==> src/rtl/pipe_hazard_ctrl_if.sv <==
// Hazard-control bundle between the stage registers and pipe_hazard_ctrl.
// The controller takes the master modport; the stage/memory side takes slave.
interface pipe_hazard_ctrl_if #(
    parameter int CNT_W = 16
);
    logic             idex_mem_read;
    logic [4:0]       idex_rt;
    logic [4:0]       ifid_rs;
    logic [4:0]       ifid_rt;
    logic             branch_taken;
    logic             exmem_mem_access;
    logic             dmem_ready;
    logic             dmem_req;
    logic             pc_write;
    logic             ifid_write;
    logic             ifid_flush;
    logic             idex_flush;
    logic             exmem_hold;
    logic             memwb_bubble;
    logic             mem_error;
    logic [CNT_W-1:0] stall_cycles;

    modport master (
        input  idex_mem_read, idex_rt, ifid_rs, ifid_rt,
        input  branch_taken, exmem_mem_access, dmem_ready,
        output dmem_req, pc_write, ifid_write, ifid_flush,
        output idex_flush, exmem_hold, memwb_bubble,
        output mem_error, stall_cycles
    );

    modport slave (
        output idex_mem_read, idex_rt, ifid_rs, ifid_rt,
        output branch_taken, exmem_mem_access, dmem_ready,
        input  dmem_req, pc_write, ifid_write, ifid_flush,
        input  idex_flush, exmem_hold, memwb_bubble,
        input  mem_error, stall_cycles
    );
endinterface

==> src/rtl/pipe_hazard_ctrl.sv <==
// Pipeline sequencing controller: load-use, branch flush and dmem wait states.
// Optional stall counter enabled by defining HAZARD_PERF_CNT_EN.
module pipe_hazard_ctrl #(
    parameter int MEM_TIMEOUT = 15,
    parameter int CNT_W       = 16
) (
    input  logic                clock,
    input  logic                reset,
    pipe_hazard_ctrl_if.master  hz
);
    localparam int WCW = (MEM_TIMEOUT < 1) ? 1 : $clog2(MEM_TIMEOUT + 1);

    typedef enum logic {
        RUN,
        MEM_WAIT
    } state_t;

    state_t         r_state;
    logic [WCW-1:0] r_wcnt;
    logic           r_mem_error;

    logic w_timeout;
    logic w_memstall;
    logic w_loaduse;
    logic w_pc_write;
    logic w_ifid_write;
    logic w_ifid_flush;
    logic w_idex_flush;
    logic w_exmem_hold;
    logic w_memwb_bubble;
    logic w_dmem_req;

    assign w_timeout = (r_state == MEM_WAIT)
                     && (MEM_TIMEOUT != 0)
                     && (r_wcnt == WCW'(MEM_TIMEOUT));

    assign w_memstall = hz.exmem_mem_access
                      & ~hz.dmem_ready
                      & ~w_timeout;

    assign w_loaduse = hz.idex_mem_read
                     & (hz.idex_rt != 5'd0)
                     & ((hz.idex_rt == hz.ifid_rs)
                      | (hz.idex_rt == hz.ifid_rt));

    // Ordered priority: memstall > branch > load-use > normal flow.
    always_comb begin
        w_pc_write     = 1'b0;
        w_ifid_write   = 1'b0;
        w_ifid_flush   = 1'b0;
        w_idex_flush   = 1'b0;
        w_exmem_hold   = 1'b0;
        w_memwb_bubble = 1'b0;
        w_dmem_req     = 1'b0;
        if (!reset) begin
            w_dmem_req = hz.exmem_mem_access;
            if (w_memstall) begin
                w_exmem_hold   = 1'b1;
                w_memwb_bubble = 1'b1;
            end else if (hz.branch_taken) begin
                w_pc_write   = 1'b1;
                w_ifid_write = 1'b1;
                w_ifid_flush = 1'b1;
                w_idex_flush = 1'b1;
            end else if (w_loaduse) begin
                w_idex_flush = 1'b1;
            end else begin
                w_pc_write   = 1'b1;
                w_ifid_write = 1'b1;
            end
        end
    end

    always_ff @(posedge clock or posedge reset) begin
        if (reset) begin
            r_state     <= RUN;
            r_wcnt      <= '0;
            r_mem_error <= 1'b0;
        end else begin
            if (w_timeout) begin
                r_mem_error <= 1'b1;
            end
            case (r_state)
                RUN: begin
                    if (w_memstall) begin
                        r_state <= MEM_WAIT;
                        r_wcnt  <= WCW'(1);
                    end
                end
                MEM_WAIT: begin
                    if (w_memstall) begin
                        r_wcnt <= r_wcnt + WCW'(1);
                    end else begin
                        r_state <= RUN;
                        r_wcnt  <= '0;
                    end
                end
                default: begin
                    r_state <= RUN;
                    r_wcnt  <= '0;
                end
            endcase
        end
    end

    assign hz.pc_write     = w_pc_write;
    assign hz.ifid_write   = w_ifid_write;
    assign hz.ifid_flush   = w_ifid_flush;
    assign hz.idex_flush   = w_idex_flush;
    assign hz.exmem_hold   = w_exmem_hold;
    assign hz.memwb_bubble = w_memwb_bubble;
    assign hz.dmem_req     = w_dmem_req;
    assign hz.mem_error    = r_mem_error;

`ifdef HAZARD_PERF_CNT_EN
    logic [CNT_W-1:0] r_stall_cnt;

    always_ff @(posedge clock or posedge reset) begin
        if (reset) begin
            r_stall_cnt <= '0;
        end else if (!w_pc_write && (r_stall_cnt != '1)) begin
            r_stall_cnt <= r_stall_cnt + CNT_W'(1);
        end
    end

    assign hz.stall_cycles = r_stall_cnt;
`else
    assign hz.stall_cycles = '0;
`endif

endmodule

==> src/flat_wrapper.sv <==
// flat-port wrapper written by rule: the top's interface ports become plain ports
module pipe_hazard_ctrl_flat 
#(
    parameter int MEM_TIMEOUT = 15,
    parameter int CNT_W       = 16
)
  (clock, reset, hz_idex_mem_read, hz_idex_rt, hz_ifid_rs, hz_ifid_rt, hz_branch_taken, hz_exmem_mem_access, hz_dmem_ready, hz_dmem_req, hz_pc_write, hz_ifid_write, hz_ifid_flush, hz_idex_flush, hz_exmem_hold, hz_memwb_bubble, hz_mem_error, hz_stall_cycles);
  pipe_hazard_ctrl_if #(.CNT_W(CNT_W)) hz_i ();
  input  logic clock;
  input  logic reset;
  input wire logic [$bits(hz_i.idex_mem_read)-1:0] hz_idex_mem_read;
  input wire logic [$bits(hz_i.idex_rt)-1:0] hz_idex_rt;
  input wire logic [$bits(hz_i.ifid_rs)-1:0] hz_ifid_rs;
  input wire logic [$bits(hz_i.ifid_rt)-1:0] hz_ifid_rt;
  input wire logic [$bits(hz_i.branch_taken)-1:0] hz_branch_taken;
  input wire logic [$bits(hz_i.exmem_mem_access)-1:0] hz_exmem_mem_access;
  input wire logic [$bits(hz_i.dmem_ready)-1:0] hz_dmem_ready;
  output wire logic [$bits(hz_i.dmem_req)-1:0] hz_dmem_req;
  output wire logic [$bits(hz_i.pc_write)-1:0] hz_pc_write;
  output wire logic [$bits(hz_i.ifid_write)-1:0] hz_ifid_write;
  output wire logic [$bits(hz_i.ifid_flush)-1:0] hz_ifid_flush;
  output wire logic [$bits(hz_i.idex_flush)-1:0] hz_idex_flush;
  output wire logic [$bits(hz_i.exmem_hold)-1:0] hz_exmem_hold;
  output wire logic [$bits(hz_i.memwb_bubble)-1:0] hz_memwb_bubble;
  output wire logic [$bits(hz_i.mem_error)-1:0] hz_mem_error;
  output wire logic [$bits(hz_i.stall_cycles)-1:0] hz_stall_cycles;
  assign hz_i.idex_mem_read = hz_idex_mem_read;
  assign hz_i.idex_rt = hz_idex_rt;
  assign hz_i.ifid_rs = hz_ifid_rs;
  assign hz_i.ifid_rt = hz_ifid_rt;
  assign hz_i.branch_taken = hz_branch_taken;
  assign hz_i.exmem_mem_access = hz_exmem_mem_access;
  assign hz_i.dmem_ready = hz_dmem_ready;
  assign hz_dmem_req = hz_i.dmem_req;
  assign hz_pc_write = hz_i.pc_write;
  assign hz_ifid_write = hz_i.ifid_write;
  assign hz_ifid_flush = hz_i.ifid_flush;
  assign hz_idex_flush = hz_i.idex_flush;
  assign hz_exmem_hold = hz_i.exmem_hold;
  assign hz_memwb_bubble = hz_i.memwb_bubble;
  assign hz_mem_error = hz_i.mem_error;
  assign hz_stall_cycles = hz_i.stall_cycles;
  pipe_hazard_ctrl #(.MEM_TIMEOUT(MEM_TIMEOUT), .CNT_W(CNT_W)) u_core (.clock(clock), .reset(reset), .hz(hz_i));
endmodule
==> config.mk <==
export PLATFORM = sky130hd
export DESIGN_NAME = pipe_hazard_ctrl_flat
export DESIGN_NICKNAME = d
export VERILOG_FILES = /design/src/rtl/pipe_hazard_ctrl_if.sv /design/src/rtl/pipe_hazard_ctrl.sv /design/src/flat_wrapper.sv
export SDC_FILE = /design/constraint.sdc
export NUM_CORES = 1
export LEC_CHECK = 0
export BUFFER_PORTS_ARGS = -buffer_cell sky130_fd_sc_hd__buf_2
export CAP_MARGIN = 30
export CORE_MARGIN = 1
export CORE_UTILIZATION = 35
export CTS_CLUSTER_SIZE = 30
export DETAILED_ROUTE_END_ITERATION = 10
export GPL_TIMING_DRIVEN = 0
export PLACE_DENSITY = 0.74
export SYNTH_ARGS = -nofsm -noshare
export SYNTH_HDL_FRONTEND = slang
export SYNTH_SLANG_ARGS = --single-unit
==> constraint.sdc <==
create_clock -name clock -period 1.6 [get_ports clock]
set_clock_uncertainty 0.2 [all_clocks]
set_input_delay 0.32 -clock clock [delete_from_list [all_inputs] [get_ports clock]]
set_output_delay 0.32 -clock clock [all_outputs]
set_load 0.05 [all_outputs]
* Word-level counts from Yosys, hierarchy flattened *
Cells that the tools add are included.

word-level totals
  register bits after elaboration = 6
  bits of input ports = 21
  output and inout bits = 24
  logic and storage cells = 35

operators by class
  $add $sub $neg = 1
  eq/ne operators = 4
  multiplexer cells = 17
  bitwise gates (word level) = 8
  reduce and logical (&&, ||, !) cells = 2

operator list
  operator             number
  $mux 1               14
  $eq 5x5->1           2
  $mux 4               2
  $pmux 4 s2           1
  $reduce_bool 5->1    1
  $add 4x1->4 const B  1
  $and 1x1->1          4
  $eq 4x4->1 const B   1
  $not 1->1            3
  $ne 2x1->1 const B   1
  $logic_and 1x1->1    1
  $or 1x1->1           1

* Longest topological paths before layout *
Gate-level depths: netlist (run 1).

  depth after elaboration = 7
  gate-level depth with buffers = 5
  depth with buffers taken out = 5

* Worst setup path after synthesis (run 1) *
OpenSTA, ideal clock, no wires.

  path type = register to output
  start = register u_core.r_wcnt[0]
  end = output port hz_idex_flush
  arrival time = 2.547 ns
  setup slack = -1.467 ns
  stages on the path, launching flop included = 6
  path through = dfrtp_1 ha_1 nand4_2 nand2_2 inv_1 o41ai_1

on the way
  cells in the longest elaborated chain, start to end = 6

ends and longest elaborated chain
  item                    line                    RTL
  from (decl)             pipe_hazard_ctrl.sv:19  logic [WCW-1:0] r_wcnt;
  from (signal assigned)  pipe_hazard_ctrl.sv:92  r_wcnt <= r_wcnt + WCW'(1);
  $eq 4x4->1              pipe_hazard_ctrl.sv:35  && (r_wcnt == WCW'(MEM_TIMEOUT));
  $logic_and 1x1->1       pipe_hazard_ctrl.sv:35
  $not 1->1               pipe_hazard_ctrl.sv:39  & ~w_timeout;
  $and 1x1->1             pipe_hazard_ctrl.sv:39
  via u_core.w_memstall   pipe_hazard_ctrl.sv:23  logic w_memstall;
  $mux 1                  pipe_hazard_ctrl.sv:57  if (w_memstall) begin
  $mux 1                  pipe_hazard_ctrl.sv:55  if (!reset) begin
  to (decl)               flat_wrapper.sv:22      output wire logic [$bits(hz_i.idex_flush)-1:0] hz_idex_flush;

The timed path passes the listed nets, and every way through them passes these cells.

* Worst setup path after layout (run 1) *
  start = register u_core.r_wcnt[0]
  end = output port hz_memwb_bubble

on the way
  cells in the longest elaborated chain, start to end = 6

ends and longest elaborated chain
  item               line                    RTL
  $eq 4x4->1         pipe_hazard_ctrl.sv:35
  $logic_and 1x1->1  pipe_hazard_ctrl.sv:35
  $not 1->1          pipe_hazard_ctrl.sv:39
  $and 1x1->1        pipe_hazard_ctrl.sv:39
  $mux 1             pipe_hazard_ctrl.sv:57
  $mux 1             pipe_hazard_ctrl.sv:55
  to (decl)          flat_wrapper.sv:24      output wire logic [$bits(hz_i.memwb_bubble)-1:0] hz_memwb_bubble;

Every way passes these cells.

==> run summary, run 1 <==
Synthesized area per cell - 8.78 um2
GRT overflow - 0
Mapped Area - 597 um2
Util after Layout - 68.9%
Worst reg-to-reg setup slack - 180 ps
Worst Hold Depth - 1
Area fraction in compound gates after synthesis - 11.7%
Cells after Synth - 68
Top-count cell post-synth - buf_4
CTS root buf - clkbuf_4
Post-Synth XOR/XNOR Area - 16.1%
Failing checks - setup timing
Final setup violation count - 6
Mux contribution to synthesized area - 1.68%
Largest family of logic cells by synthesized area - buffers and inverters
Worst Path Required - 1080 ps
Vias in the first global route - 532
Sink Count - 6
Fmax - 493 MHz
DR vias - 599
Min Clock Period, post-route - 2030 ps
Synth area leader - dfrtp_1
Clock transition at path regs - 40 ps
CTS Buf Count - 3
Static Leak - 0.577 nW
Width of the die - 43.3 um
Period utilization - 127%
WP data arrival - 1510 ps
H-tree levels - 1
Final slew viol count - 0
Nets - 146
Worst slew pin tran - 534 ps
Drt wl/cell - 10.2 um
Synth-to-Final Area Change - 78.0%
Slew Limit Headroom - 64.3%
Ys async rst share - 100%
Slack of the critical path - -427 ps
WL final - 1400 um
# rows - 14
Hold Vio Cnt, Final - 0
Clock tree from TritonCTS - done
Core area - 0.00154 mm2
Synth warn - 0
Die area - 0.00187 mm2
Simple-gate share of the synthesized area - 17.4%
Vias per inst - 4.34
Violation count after the first detailed-route iteration - 3
HP Class - flop to flop
Drt pass-1 iters - 4
Gpl congestion - 0.788
CTS Buffer Depth - 2
Max-Cap Viols - 0
CP endpoint kind - output pin
Pre-CTS setup slack - -620 ps
Antenna diodes - 0
Top FF cell, synth - dfrtp_1
Yosys cell types - 24
RSZ-0062 raised after global routing - true
Hold Path Sink - u_core.hz.mem_error
Residual DRC - 0
R2r startpoint - u_core.r_wcnt[0]
R2r worst-path depth - 5
Largest net degree at the start of global routing - 7
Die H - 43.3 um
Maximum VDD drop - 0.000333 V
Total GRT Usage - 16.3%
Most frequent cells after synthesis - buf_4, xor2_1, dfrtp_1, inv_1, nor2_1
Number of synthesized flops with an enable pin - 0
Status - finished with violations
Hold wc startpoint - u_core.hz.mem_error
Adder-cell area share of the yosys netlist - 2.10%
Synth top area share - 25.2%
Share of cells above drive strength 1 - 58.2%
Detailed Place HPWL - 1050 um
Crit Reg-Reg Endpoint - u_core.r_wcnt[2]
I/O Buffers - 28
Sequential fraction of the synthesis area - 25.2%
Initial core utilization - 38.7%
Top cells by area, synth - dfrtp_1, buf_4, xor2_1, nor3_2, o2bb2ai_1
Critical path peak fanout - 4
Initial antenna violation count - 0
Worst Setup Start Kind - flop
Post-route ant nets - 0
Seq cells post-synth - 6
First-pass GRT wire length - 2210 um
Clk_lat worst skew - 240 ps
Setup Crit Path Kind - flop to output pin
# IOs - 45
Power per Cell Area - 589 mW/mm2
metal layers:
metal	part of all wire (%)	global-route usage (%)	routed length (um)	vias up
met1	34	16.4	472	263
met2	56	29.3	782	28
met4	2.2	9.09	31	0
li1	-	-	-	304
met3	8.1	4.68	114	4
met5	0	0	0	-
area by class of cell:
type                            count  area [um2]
Fill cell                         126         479
Multi-Input combinational cell     55         444
Timing Repair Buffer               36         264
Sequential cell                     6         150
Buffer                             18         143
Clock buffer                        3        22.5
Tap cell                           16        20.0
Inverter                            4        18.8
flip-flops by register name, indices dropped and copies added (netlist names):
register,cells
u_core.r_state,1
u_core.r_wcnt,4
u_core.hz.mem_error,1
kinds of logic after synthesis:
group | Yosys count
buffers and inverters | 22
DFF | 6
adders and majority gates | 1
and+or+nand+nor | 17
muxes | 1
AOI/OAI and AO/OA | 9
xor gates and xnor gates | 11
other | 1
through the flow:
| stage | power, mW | area [um2] | TNS [ps] | cells | hold slack [ps] |
|---|---|---|---|---|---|
| 2_1_floorplan | 0.392 | 732 | -1730 | 83 | -89.0 |
| 3_3_place_gp | 0.441 | 892 | -2350 | 127 | 102 |
| 3_5_place_dp | 0.445 | 892 | -2350 | 127 | 107 |
| 4_1_cts | 0.624 | 1050 | -2340 | 137 | 227 |
| 5_1_grt | 0.658 | 1060 | -2710 | 138 | 289 |
| 6_report | 0.625 | 1060 | -2320 | 138 | 259 |
how the worst max path moves through the flow:
| stage | from | to | slack [ps] | depth (start not counted) |
|---|---|---|---|---|
| 6_report | u_core.r_wcnt[0] | hz_memwb_bubble | -430 | 7 |
| 5_1_grt | u_core.r_wcnt[0] | hz_pc_write | -490 | 6 |
| 4_1_cts | u_core.r_wcnt[0] | hz_pc_write | -420 | 6 |
| 3_5_place_dp | hz_idex_rt[0] | hz_pc_write | -620 | 6 |
| 3_3_place_gp | hz_idex_rt[0] | hz_pc_write | -610 | 6 |
| 2_1_floorplan | u_core.r_wcnt[0] | hz_idex_flush | -440 | 5 |
cell usage in the layout, fill, tap and decap left out:
cell,instances
nand2_4,1
dfrtp_1,6
buf_8,4
nand2_1,1
xor2_1,11
nand2b_1,2
o21ai_4,1
buf_4,24
buf_2,20
nor2_4,1
nor2_1,3
mux2i_1,1
o21bai_1,1
nor2b_1,2
clkbuf_4,3
a21oi_4,1
conb_1,16
nand4_4,1
buf_6,5
nand3_1,2
dlygate4sd3_1,1
o22ai_1,1
a22oi_2,1
o31a_4,1
o41ai_4,1
ha_4,1
clkinvlp_4,1
nand2_2,1
o2bb2ai_1,2
inv_1,2
nor3_2,2
inv_2,1
or4_4,1
what timing repair did:
item / in CTS / in global routing
hold endpoints to repair: 6 / 0
endpoints found under the setup margin: 6 / 6
pin swaps: 8 / 1
hold buffers: 1 / 0
setup buffers: 6 / 1
resized for setup: 23 / 1
where the power goes:
group | internal [mW] | switching (mW) | total, mW
clock | 0.0849 | 0.0548 | 0.140
combinational | 0.124 | 0.195 | 0.319
sequential | 0.159 | 0.00793 | 0.167
total | 0.367 | 0.258 | 0.625
critical path: stages (launching register included):
cell and delay, ps:
dfrtp_1 400, ha_4 180, nand4_4 100, nand2_4 70, buf_6 140, nor2_4 100
buf_4 130, buf_8 130
Note: power is estimated with default switching activity, not from simulation.
==> inputs of run 2 (changes only) <==
Settings changed: CORE_UTILIZATION 35 to 37, CTS_BUF_LIST from default to sky130_fd_sc_hd__clkbuf_4, PLACE_DENSITY 0.74 to 0.78.
==> run 2 against run 1 <==
- the flow still finishes with violations (setup timing)
- largest cell class unchanged
- combinational power about the same
- utilization up 1.4 points
- die area down 5.2%
- sequential share of layout area about the same
- critical path type unchanged
- register-to-register slack worse by 150 ps
- clock power up 4%
- largest power group unchanged
==> run summary, run 2 (synthesis gave the netlist of run 1 again) <==
Power per Cell Area - 599 mW/mm2 (+1.8%)
I/O Buffers - 28 (unchanged)
Total GRT Usage - 17.7% (+1.4 points)
Int Pwr - 368 uW (+0.26%)
Period utilization - 129% (+1.9 points)
Min Clock Period, post-route - 2060 ps (+29.8 ps)
Clock tree from TritonCTS - done
FF+latch area - 150 um2 (unchanged)
CTS root buf - clkbuf_4
Worst Setup Start Kind - flop
Clk pwr share - 23.0% (+0.7 points)
Residual DRC - 0 (unchanged)
Sink Count - 6 (unchanged)
H-tree levels - 1 (unchanged)
Core area - 0.00151 mm2 (-2.3%)
Slack of the critical path - -457 ps (-29.8 ps)
GRT overflow - 0 (unchanged)
Die area - 0.00178 mm2 (-5.2%)
Sequential group share of total power - 26.3% (-0.4 points)
Clock transition at path regs - 50 ps (about the same)
Util after Layout - 70.3% (+1.4 points)
RSZ-0062 raised after global routing - true
Final setup violation count - 6 (unchanged)
Largest net degree at the start of global routing - 7 (unchanged)
Sw Share - 42.0% (+0.76 points)
Most flops, register - u_core.r_wcnt
Die H - 42.2 um (-2.6%)
CP endpoint kind - output pin
Setup Crit Path Kind - flop to output pin
Drt pass-1 iters - 4 (unchanged)
Vias in the first global route - 577 (+8.5%)
CTS Buffer Depth - 2 (unchanged)
Final slew viol count - 0 (unchanged)
Static Leak - 0.576 nW (-0.25%)
Non-filler cells, final - 138 (unchanged)
Vias per inst - 4.30 (-1.0%)
Dpl cells - 127 (unchanged)
Sw power - 267 uW (+3.5%)
Multi-input gate area - 444 um2 (unchanged)
Drt wl/cell - 10.5 um (+3.0%)
Initial core utilization - 39.6% (+0.90 points)
HP Class - flop to flop
Gpl congestion - 0.769 (-2.4%)
Synth-to-Final Area Change - 77.6%
First-pass GRT wire length - 2350 um (+6.2%)
Post-route ant nets - 0 (unchanged)
Comb pwr share - 50.7% (-0.3 points)
WL final - 1440 um (+3.0%)
Filler cell count - 114 (-9.5%)
Maximum VDD drop - 0.000299 V (-10%)
Antenna diodes - 0 (unchanged)
Worst slew pin tran - 509 ps (-25.1 ps)
Initial antenna violation count - 0 (unchanged)
Pre-CTS setup slack - -620 ps (-0.0540 ps)
Failing checks - setup timing
# IOs - 45 (unchanged)
WP data arrival - 1540 ps (+30 ps)
Hold Vio Cnt, Final - 0 (unchanged)
Fmax - 486 MHz (-1.4%)
Worst Path Required - 1080 ps (about the same)
Width of the die - 42.2 um (-2.6%)
Share of cells above drive strength 1 - 58.2% (unchanged)
Clk_lat worst skew - 250 ps (about the same)
Max-Cap Viols - 0 (unchanged)
Total power - 635 uW (+1.6%)
Critical path peak fanout - 3 (-1)
Status - finished with violations
# rows - 14 (unchanged)
Nets - 146 (unchanged)
Violation count after the first detailed-route iteration - 7 (+4)
DR vias - 593 (-1.0%)
Largest register FFs - 4 (unchanged)
Slew Limit Headroom - 66.0% (+1.7 points)
Commonest cells after routing, fill and taps aside - buf_4, buf_2, conb_1
Detailed Place HPWL - 1080 um (+3.2%)
CTS Buf Count - 3 (unchanged)
==> run 2: cell types whose count changed in the layout (fill, tap and decap cells not counted) <==
cell	previous run	this run
buf_2	20	22
buf_4	24	22
inv_2	1	0
inv_4	0	1
==> run 2: final timing paths <==
check	slack, ps	startpoint	cells after the start	endpoint
setup / recovery	-460	u_core.r_wcnt[0]	6	hz_pc_write
hold / removal	280	u_core.hz.mem_error	1	u_core.hz.mem_error
setup reg to reg	30	u_core.r_wcnt[0]	6	u_core.r_wcnt[2]
hold reg to reg	280	u_core.hz.mem_error	1	u_core.hz.mem_error
max in group asynchronous	560	reset	3	u_core.r_wcnt[2]
min in group asynchronous	440	reset	3	u_core.r_wcnt[0]
==> run 2: power by group through the flow <==
stage,clock (mW),combinational (mW),sequential [mW]
floorplan,0,0.222,0.169
global placement,0,0.271,0.170
detailed placement,0,0.276,0.171
CTS,0.150,0.320,0.167
global route,0.152,0.341,0.168
finish,0.146,0.322,0.167
==> run 2: layout make-up <==
class / count / share of cell area [%]
repair buffers: 36 / 24.1
multi-input cells: 55 / 41.9
inverters: 4 / 2.01
plain buffers: 18 / 13.8
flip-flops and latches: 6 / 14.2
clock buffers: 3 / 2.13
well taps: 16 / 1.89
==> run 2: per-layer routing <==
metal | up-vias | share of wire (%) | track usage (%)
li1 | 299 | - | -
met2 | 28 | 56 | 33.5
met4 | 0 | 0.83 | 9.38
met1 | 264 | 36 | 17.4
met3 | 2 | 6.7 | 3.88
met5 | - | 0 | 0
==> run 2: repair_timing <==
item                                    4_1_cts  5_1_grt
endpoints found under the hold margin         6        0
setup buffers                                 7        0
hold buffers                                  1        0
pin swaps                                     9        1
endpoints found under the setup margin        6        7
resized for setup                            23        0
==> run 2: through the flow <==
stage / area, um2 / hold slack (ps) / TNS (ps)
final: 1060 / 280 / -2500
after global routing: 1060 / 333 / -2790
after CTS: 1060 / 279 / -2480
after detailed placement: 892 / 107 / -2400
after global placement: 892 / 98.9 / -2300
after floorplan: 732 / -89.0 / -1730
==> run 2: worst max-delay path: stages (launching register included) <==
cell and delay (ps):
dfrtp_1 410, ha_4 170, nand4_4 120, a21oi_4 200
o31a_4 180, buf_8 90, buf_8 130
==> inputs of run 3 (changes only) <==
Settings changed: CORE_UTILIZATION 37 to 40, PLACE_DENSITY 0.78 to 0.8.
Clock period 1.6 ns to 1.9 ns, I/O delays scaled along.
==> run 3 against run 2 <==
- the flow still finishes with violations (setup timing)
- cell count is 0.72% lower
- first-iteration DRC count up 43%
- wire length grew 5.5%
==> run summary, run 3 (synthesis gave the netlist of run 1 again) <==
Detailed Place HPWL - 1070 um (-1.4%)
Gpl congestion - 0.660 (-14%)
Commonest non-fill, non-tap cell in the layout - buf_4
Maximum VDD drop - 0.000285 V (-4.9%)
Drt wl/cell - 11.1 um (+6.2%)
Slack of the critical path - -230 ps (+226 ps)
Core area - 0.00135 mm2 (-10%)
Fmax - 469 MHz
Multi-input gate area - 447 um2 (+0.56%)
Final slew viol count - 0 (unchanged)
Sink Count - 6 (unchanged)
Non-filler cells, final - 137 (-0.72%)
Setup Crit Path Kind - input port to output pin
Initial antenna violation count - 0 (unchanged)
Vias per inst - 4.43 (+3.1%)
Final setup violation count - 6 (unchanged)
Dpl cells - 126 (-0.79%)
Cell Chain, Critical Path - buf_8, or4_4, o21ai_4, o31a_4, buf_8, buf_8
Worst Path Required - 1320 ps (+240 ps)
Setup TNS Final - -967 ps (+1530 ps)
GRT overflow - 0 (unchanged)
Violation count after the first detailed-route iteration - 10 (+3)
WL final - 1520 um (+5.5%)
Clk_lat worst skew - 250 ps (about the same)
Largest net degree at the start of global routing - 7 (unchanged)
Total GRT Usage - 19.9% (+2.2 points)
Commonest cells after routing, fill and taps aside - buf_4, buf_2, conb_1
RSZ-0062 raised after global routing - true
Nets - 146 (unchanged)
Final instance area - 0.00107 mm2 (+1.1%)
Post-route ant nets - 0 (unchanged)
Static Leak - 0.589 nW (+2.2%)
# IOs - 45 (unchanged)
HP Class - input port to flop
Residual DRC - 0 (unchanged)
Power per Cell Area - 497 mW/mm2 (-17%)
Most flops, register - u_core.r_wcnt
Period utilization - 112%
CTS Buffer Depth - 2 (unchanged)
Hold Vio Cnt, Final - 0 (unchanged)
Share of cells above drive strength 1 - 59.0% (+0.82 points)
Min Clock Period, post-route - 2130 ps
Filler cell count - 86 (-25%)
H-tree levels - 1 (unchanged)
Pre-CTS setup slack - -438 ps (+182 ps)
Width of the die - 40.6 um (-3.6%)
Largest register FFs - 4 (unchanged)
CTS Buf Count - 3 (unchanged)
Worst Hold Depth - 4 (+3)
Synth-to-Final Area Change - 79.5%
Antenna diodes - 0 (unchanged)
Worst Setup Start Kind - input port
# rows - 13 (-1)
CP endpoint kind - output pin
Vias in the first global route - 622 (+7.8%)
Die area - 0.00165 mm2 (-7.1%)
CTS root buf - clkbuf_4
Max-Cap Viols - 0 (unchanged)
DP Area - 895 um2 (+0.28%)
First-pass GRT wire length - 2140 um (-9.1%)
Util after Layout - 79.3% (+9.0 points)
Clock transition at path regs - 40 ps (about the same)
Clock tree from TritonCTS - done
WP data arrival - 1550 ps (about the same)
I/O Buffers - 28 (unchanged)
Die H - 40.6 um (-3.6%)
R2r worst-path depth - 7 (+1)
Drt pass-1 iters - 3 (-1)
Top cell by count, worst path - buf_8
Status - finished with violations
Critical path peak fanout - 3 (unchanged)
Failing checks - setup timing
Initial core utilization - 44.2% (+4.6 points)
Crit-path slowest cell - or4_4
DR vias - 607 (+2.4%)
CP peak stage delay - 540 ps (+130 ps)
FF+latch area - 150 um2 (unchanged)
[run 3: cell types whose count changed in the layout (fill, tap and decap cells not counted), sizes merged]
cell,previous run,this run
clkinvlp,1,0
inv,3,4
[run 3: area by class of cell]
type,count,share of cell area [%]
Inverter,4,1.40
Tap cell,15,1.75
Sequential cell,6,14.0
Buffer,18,13.7
Timing Repair Buffer,36,25.4
Clock buffer,3,2.10
Multi-Input combinational cell,55,41.7
[run 3: repair_timing]
item | 4_1_cts | 5_1_grt
hold endpoints to repair | 6 | 0
gates resized for setup | 24 | 2
setup buffers | 7 | 0
pin swaps | 11 | 4
hold buffers | 1 | 0
endpoints found under the setup margin | 6 | 6
[run 3: worst paths after layout]
path / start / end / slack, ps
min in group asynchronous: reset / u_core.hz.mem_error / 490
worst min-delay path: hz_dmem_ready / u_core.r_state / 280
worst max-delay path: hz_idex_rt[4] / hz_pc_write / -230
max in group asynchronous: reset / u_core.r_state / 820
worst min register to register: u_core.hz.mem_error / u_core.hz.mem_error / 280
worst max register to register: u_core.r_wcnt[1] / u_core.r_wcnt[3] / 440
[run 3: critical path, delay by kind of cell]
kind | cells | cell delay [ps]
AOI/OAI and AO/OA | 2 | 310
and+or+nand+nor | 1 | 540
buffers and inverters | 3 | 320
[run 3: metal layers]
layer	vias to the layer above	share of wire (%)	GRT usage, %
met5	-	0	0
met4	0	0.99	14.2
met3	2	7.3	4.35
met2	31	56	38.1
met1	274	35	18.0
li1	300	-	-
[run 3: per-stage QoR]
| step | hold slack, ps | total power, mW |
|---|---|---|
| after floorplan | -29.0 | 0.330 |
| after global placement | 173 | 0.372 |
| after detailed placement | 177 | 0.375 |
| after CTS | 230 | 0.534 |
| after global routing | 295 | 0.559 |
| final | 277 | 0.532 |
[run 3: report_power, final]
part / internal, mW / leakage (nW) / switching, mW
Combinational: 0.107 / 0.495 / 0.168
Sequential: 0.134 / 0.0802 / 0.00664
Clock: 0.0714 / 0.0138 / 0.0454
Total: 0.313 / 0.589 / 0.220
